$ cat config.mk
export PLATFORM = sky130hd
export DESIGN_NAME = fp_add_normalizer
export DESIGN_NICKNAME = d
export VERILOG_FILES = /design/src/rtl/fp_add_normalizer.sv
export SDC_FILE = /design/constraint.sdc
export NUM_CORES = 1
export LEC_CHECK = 0
export CAP_MARGIN = 20
export CORE_MARGIN = 10
export CORE_UTILIZATION = 49
export CTS_CLUSTER_DIAMETER = 120
export DETAILED_ROUTE_END_ITERATION = 8
export HOLD_SLACK_MARGIN = 0.08
export PLACE_DENSITY = 0.77
export SETUP_SLACK_MARGIN = 0.5
export SLEW_MARGIN = 5
export SYNTH_ARGS = -nofsm -noshare
export SYNTH_HDL_FRONTEND = slang
export SYNTH_SLANG_ARGS = --single-unit
$ cat constraint.sdc
create_clock -name clk -period 2.24 [get_ports clk]
set_input_delay 0.336 -clock clk [delete_from_list [all_inputs] [get_ports clk]]
set_output_delay 0.336 -clock clk [all_outputs]
set_load 0.02 [all_outputs]
$ cat src/rtl/fp_add_normalizer.sv
// fp_add_normalizer: post-add normalise / round / pack stage of the
// single-precision add/sub datapath.
//
// Takes the raw 25-bit significand sum (carry at bit 24, hidden bit at
// bit 23), the provisional biased exponent and the sign. It renormalises
// the sum, applies the carry round-up and packs an IEEE-754 single.
// Only one operation is in flight at a time, over valid/ready handshakes.
//
// Build option: define FP_NORM_LZC_EN to replace the iterative one-bit-
// per-cycle left shift with a single-cycle leading-zero-count shift.
// Results and flags are identical in both builds; only latency differs.
module fp_add_normalizer #(
  parameter int MAX_LSHIFT = 23
) (
  input  logic        clk,
  input  logic        rst_n,
  input  logic        in_valid,
  output logic        in_ready,
  input  logic        in_sign,
  input  logic [7:0]  in_exp,
  input  logic [31:0] in_sig,
  output logic        out_valid,
  input  logic        out_ready,
  output logic [31:0] out_result,
  output logic        out_zero,
  output logic        out_overflow,
  output logic        out_underflow
);

  typedef enum logic [2:0] {
    IDLE   = 3'd0,
    CHECK  = 3'd1,
    LSHIFT = 3'd2,
    ROUND  = 3'd3,
    DONE   = 3'd4
  } state_t;

  state_t      state_r, state_next;
  logic [24:0] sig_r, sig_next;
  logic [8:0]  exp_r, exp_next;   // 9 bits so 255+ and wrap below 1 are visible
  logic        sign_r, sign_next;
  logic        out_valid_r, out_valid_next;
  logic [31:0] result_r, result_next;
  logic        zero_r, zero_next;
  logic        ovf_r, ovf_next;
  logic        unf_r, unf_next;

`ifndef FP_NORM_LZC_EN
  logic [4:0]  cnt_r, cnt_next;   // left shifts performed so far
`endif

  // Adder bits above the carry are not part of the sum.
  logic unused_sig_hi;
  assign unused_sig_hi = ^in_sig[31:25];

  // Round-stage view: absorb a carry left by the CHECK round-up. The bit
  // dropped here is always 0, so no second increment is needed.
  logic [24:0] round_sig;
  logic [8:0]  round_exp;
  assign round_sig = sig_r[24] ? {1'b0, sig_r[24:1]} : sig_r;
  assign round_exp = sig_r[24] ? (exp_r + 9'd1) : exp_r;

  // Carry path: shift right by one, rounding half up on the dropped bit.
  logic [24:0] carry_sig;
  assign carry_sig = {1'b0, sig_r[24:1]} + {24'd0, sig_r[0]};

  // Single-bit left shift used by the iterative build.
  logic [24:0] shl1_sig;
  assign shl1_sig = {sig_r[23:0], 1'b0};

`ifdef FP_NORM_LZC_EN
  // Leading-zero count over the 24-bit significand field (24 when empty).
  function automatic logic [4:0] lzc24(input logic [23:0] v);
    logic [4:0] n;
    n = 5'd24;
    for (int i = 0; i < 24; i++) begin
      if (v[i]) n = 5'(23 - i);
    end
    return n;
  endfunction

  logic [4:0]  lz;
  logic [24:0] shl_lz_sig;
  assign lz         = lzc24(sig_r[23:0]);
  assign shl_lz_sig = sig_r << lz;
`endif

  assign in_ready      = (state_r == IDLE);
  assign out_valid     = out_valid_r;
  assign out_result    = result_r;
  assign out_zero      = zero_r;
  assign out_overflow  = ovf_r;
  assign out_underflow = unf_r;

  // State and datapath registers; reset abandons any operation at once.
  always_ff @(posedge clk or negedge rst_n) begin
    if (!rst_n) begin
      state_r     <= IDLE;
      sig_r       <= '0;
      exp_r       <= '0;
      sign_r      <= 1'b0;
      out_valid_r <= 1'b0;
      result_r    <= '0;
      zero_r      <= 1'b0;
      ovf_r       <= 1'b0;
      unf_r       <= 1'b0;
`ifndef FP_NORM_LZC_EN
      cnt_r       <= '0;
`endif
    end else begin
      state_r     <= state_next;
      sig_r       <= sig_next;
      exp_r       <= exp_next;
      sign_r      <= sign_next;
      out_valid_r <= out_valid_next;
      result_r    <= result_next;
      zero_r      <= zero_next;
      ovf_r       <= ovf_next;
      unf_r       <= unf_next;
`ifndef FP_NORM_LZC_EN
      cnt_r       <= cnt_next;
`endif
    end
  end

  // Next-state and datapath decisions for each phase of the operation.
  always_comb begin
    state_next     = state_r;
    sig_next       = sig_r;
    exp_next       = exp_r;
    sign_next      = sign_r;
    out_valid_next = out_valid_r;
    result_next    = result_r;
    zero_next      = zero_r;
    ovf_next       = ovf_r;
    unf_next       = unf_r;
`ifndef FP_NORM_LZC_EN
    cnt_next       = cnt_r;
`endif

    unique case (state_r)
      IDLE: begin
        if (in_valid) begin
          sign_next  = in_sign;
          exp_next   = {1'b0, in_exp};
          sig_next   = in_sig[24:0];
`ifndef FP_NORM_LZC_EN
          cnt_next   = '0;
`endif
          state_next = CHECK;
        end
      end

      CHECK: begin
        if (sig_r == '0) begin
          // Exact cancellation always yields +0.
          result_next = 32'h0000_0000;
          zero_next   = 1'b1;
          state_next  = DONE;
        end else if (sig_r[24]) begin
          sig_next   = carry_sig;
          exp_next   = exp_r + 9'd1;
          state_next = ROUND;
        end else if (sig_r[23]) begin
          state_next = ROUND;
        end else begin
          state_next = LSHIFT;
        end
      end

      LSHIFT: begin
`ifdef FP_NORM_LZC_EN
        // The whole normalising shift happens here; flush when the
        // exponent cannot absorb it.
        if (exp_r <= {4'd0, lz}) begin
          result_next = {sign_r, 31'd0};
          unf_next    = 1'b1;
          state_next  = DONE;
        end else begin
          sig_next   = shl_lz_sig;
          exp_next   = exp_r - {4'd0, lz};
          state_next = ROUND;
        end
`else
        // One bit per cycle until the hidden bit arrives or the exponent
        // / iteration budget runs out.
        if ((exp_r <= 9'd1) || (cnt_r == 5'(MAX_LSHIFT))) begin
          result_next = {sign_r, 31'd0};
          unf_next    = 1'b1;
          state_next  = DONE;
        end else begin
          sig_next   = shl1_sig;
          exp_next   = exp_r - 9'd1;
          cnt_next   = cnt_r + 5'd1;
          state_next = shl1_sig[23] ? ROUND : LSHIFT;
        end
`endif
      end

      ROUND: begin
        sig_next = round_sig;
        exp_next = round_exp;
        if (round_exp >= 9'd255) begin
          result_next = {sign_r, 8'hFF, 23'd0};
          ovf_next    = 1'b1;
        end else begin
          result_next = {sign_r, round_exp[7:0], round_sig[22:0]};
        end
        state_next = DONE;
      end

      DONE: begin
        // out_valid rises one cycle after entering DONE, then the result
        // holds until the downstream handshake.
        if (!out_valid_r) begin
          out_valid_next = 1'b1;
        end else if (out_ready) begin
          out_valid_next = 1'b0;
          zero_next      = 1'b0;
          ovf_next       = 1'b0;
          unf_next       = 1'b0;
          state_next     = IDLE;
        end
      end

      default: begin
        state_next = IDLE;
      end
    endcase
  end

endmodule

==> metrics.yaml <==
finish:
  fin_util_pct: 76.35
  drive_gt1_share_pct: 33.88
  stdcell_area_um2: 7846
  nets: 785
  areaGrowthSynthToFinish_pct: 51.99
  finalNonFillerCells: 874
  diodes: 0
global_routing:
  grt_util_met2_pct: 36.91
  grt_max_degree: 36
  grt-ovfl-total: 0
  grt_pass1_wl_um: 28770
  grt_util_met3_pct: 5.280
  antenna_found_initial: 0
  grtUsageTotal_pct: 23.81
  grtUsageMet1_pct: 31.49
  first_global_vias: 5485
  gr-max-usage-layer: "met2"
die:
  die_area_um2: 15040
  die_h_um: 122.6
  placeableCoreArea_um2: 10280
  num_io_pins: 82
  start_util_pct: 50.23
  die_x_um: 122.6
  rows: 37
synthesis:
  yosys-top-cells-count: "dfrtp_1, nor2_1, nand2_1, clkbuf_1, mux2i_1"
  synth_edf_count: 0
  async_reset_ff_share_pct: 100.0
  yosys.area.top_type: "dfrtp_1"
  synthesis.nets: 630
  yosysWarningCount: 0
  synth.cell_area_um2: 5162
  synthTopCellsByArea: "dfrtp_1, nor2_1, mux2i_1"
  yosysTopAreaCellShare_pct: 38.29
  yosysMostFrequentCell: "dfrtp_1"
  ys_seq_area_share_pct: 38.29
  syn_inst: 578
  ys_ff_latch: 79
  avgSynthCellArea_um2: 8.932
  yosys_most_used_dff: "dfrtp_1"
  yosysUniqueCellTypes: 67
drt:
  drt-initial-drc-count: 706
  routed_wl_um: 19590
  drc_errors: 0
  dr.pass1.iters: 6
  vias_per_cell: 6.558
  antenna_left: 0
  vias: 5732
  drt-wirelength-per-cell_um: 22.41
sta:
  finalHoldViolCount: 0
  timing.fmax_mhz: 432.9
  drv_slew: 0
  rsz0062_at_grt: "true"
  hold_ws_ns: 0.4708
  max_slew_margin_pct: 53.68
  worstMarginPinSlew_ns: 0.6932
  fin_setup_tns_ns: -0.2562
  setup_viol: 12
  post-route-period-util_pct: 103.1
  period_minus_slack_ns: 2.310
  layout_setup_ws_ns: -0.06977
  finClkSkew_ns: 0.01701
placement:
  io_buffer_count: 74
  placed_area_um2: 6777
  gp_congestion: 0.9062
  place_ws_ns: -0.1103
  dp_cells: 822
  dp_hpwl_um: 12370
worst_setup_path:
  path_max_fanout: 4
  path_cells: "inv_4, ha_2, o21ba_4, o41ai_4, buf_4, a21o_1, or2_4, mux2_4"
  timing.rr.end: "exp_r[2]"
  cp.depth: 8
  crit_buf_inv: 2
  crit_type: "register to register"
  max_stage_delay_ns: 0.46
  reg2reg_depth: 8
  critPathArrivalTime_ns: 2.57
  rrSetupSlack_ns: -0.07
  reg2reg_from: "exp_r[1]"
  cpMaxStageDelayCell: "o41ai_4"
  worstPathRequired_ns: 2.50
  crit_start: "exp_r[1]"
  cpLargestDelayFamily: "compound AO/OA/AOI/OAI gates"
  crit_end: "exp_r[2]"
  cp-start-kind: "register"
  cp-end-kind: "register"
clocking:
  clk_pin_slew_ns: 0.09
  cts_buffers: 9
  clockBufferDepth: 2
  cts_tree: "built"
  cts_root_buf: "clkbuf_8"
  clock_latency_ns: 0.37
  cts.htree.levels: 3
  numClockSinks: 79
power_and_ir_drop:
  p_total_mw: 11.91
  p_per_area_nw_per_um2: 1517
  max-vdd-ir-drop_mv: 1.061
  p_leak_nw: 3.200
outcome:
  failed_checks: "setup timing"
  status: "complete, but fails checks"
hold_path:
  hold_class: "primary input to asynchronous set/reset pin"
job:
  drv_cap: 0
[worst reg2reg max path, cell delays in order (launching register included)]
cell     delay [ns]
dfrtp_2        0.44
inv_4          0.08
ha_2           0.18
o21ba_4        0.17
o41ai_4        0.46
buf_4          0.19
a21o_1         0.18
or2_4          0.20
mux2_4         0.30
[area by class of cell]
class | count | area (um^2)
repair buffers | 203 | 2001
inverters | 12 | 50.05
well taps | 136 | 170.2
multi-input cells | 428 | 3447
flip-flops and latches | 79 | 1988
clock buffers | 11 | 131.4
clock inverters | 5 | 58.81
fillers | 678 | 2431
[worst min path at each step]
stage | from | endpoint | slack [ns] | depth (start not counted)
finish | rst_n | out_result[28] | 0.47 | 2
global route | rst_n | out_result[28] | 0.51 | 2
CTS | rst_n | out_result[28] | 0.49 | 2
detailed placement | rst_n | out_result[28] | 0.34 | 1
global placement | rst_n | out_result[28] | 0.33 | 1
floorplan | rst_n | cnt_r[0] | 0.04 | 0
[state kept, by name, indices dropped and copies added (netlist names)]
name,count
out_result,32
out_overflow,1
sign_r,1
exp_r,9
sig_r,25
cnt_r,5
state_r,3
out_zero,1
out_valid,1
out_underflow,1
[layer usage]
layer,up-vias,share of wire [%]
li1,2476,-
met1,2771,39
met2,420,46
met3,65,12
met4,0,3.1
met5,-,0
[power breakdown]
group          internal (mW)  switching [mW]
Combinational           3.91            4.28
Sequential              1.98           0.639
Clock                  0.517           0.574
[kinds of logic (layout without fill, tap and decap cells)]
logic type,count (synthesis),after routing,share of synthesized area [%]
xor gates and xnor gates,24,24,4.072
AOI/OAI and AO/OA,169,169,25.21
and+or+nand+nor,197,197,18.64
muxes,31,31,6.132
DFF,79,79,38.29
buffers and inverters,71,231,5.962
adders and majority gates,7,7,1.696
[placed cells by master, fill, tap and decap left out, drive strengths merged, types with 14 or more instances in the layout]
master,n
buf,128
dfrtp,79
nor2,71
clkdlybuf4s50,69
nand2,44
mux2i,26
a21oi,24
o21ai,22
a22o,18
a221oi,16
xnor2,14
nor3,14
[what timing repair did]
action,4_1_cts,5_1_grt
hold buffers,1,0
resized for setup,77,53
cloned,2,1
buffers inserted,16,16
pin swaps,18,21
setup endpoints to repair,76,80
endpoints found under the hold margin,32,0
No activity file was read; power rests on OpenSTA's default activity.
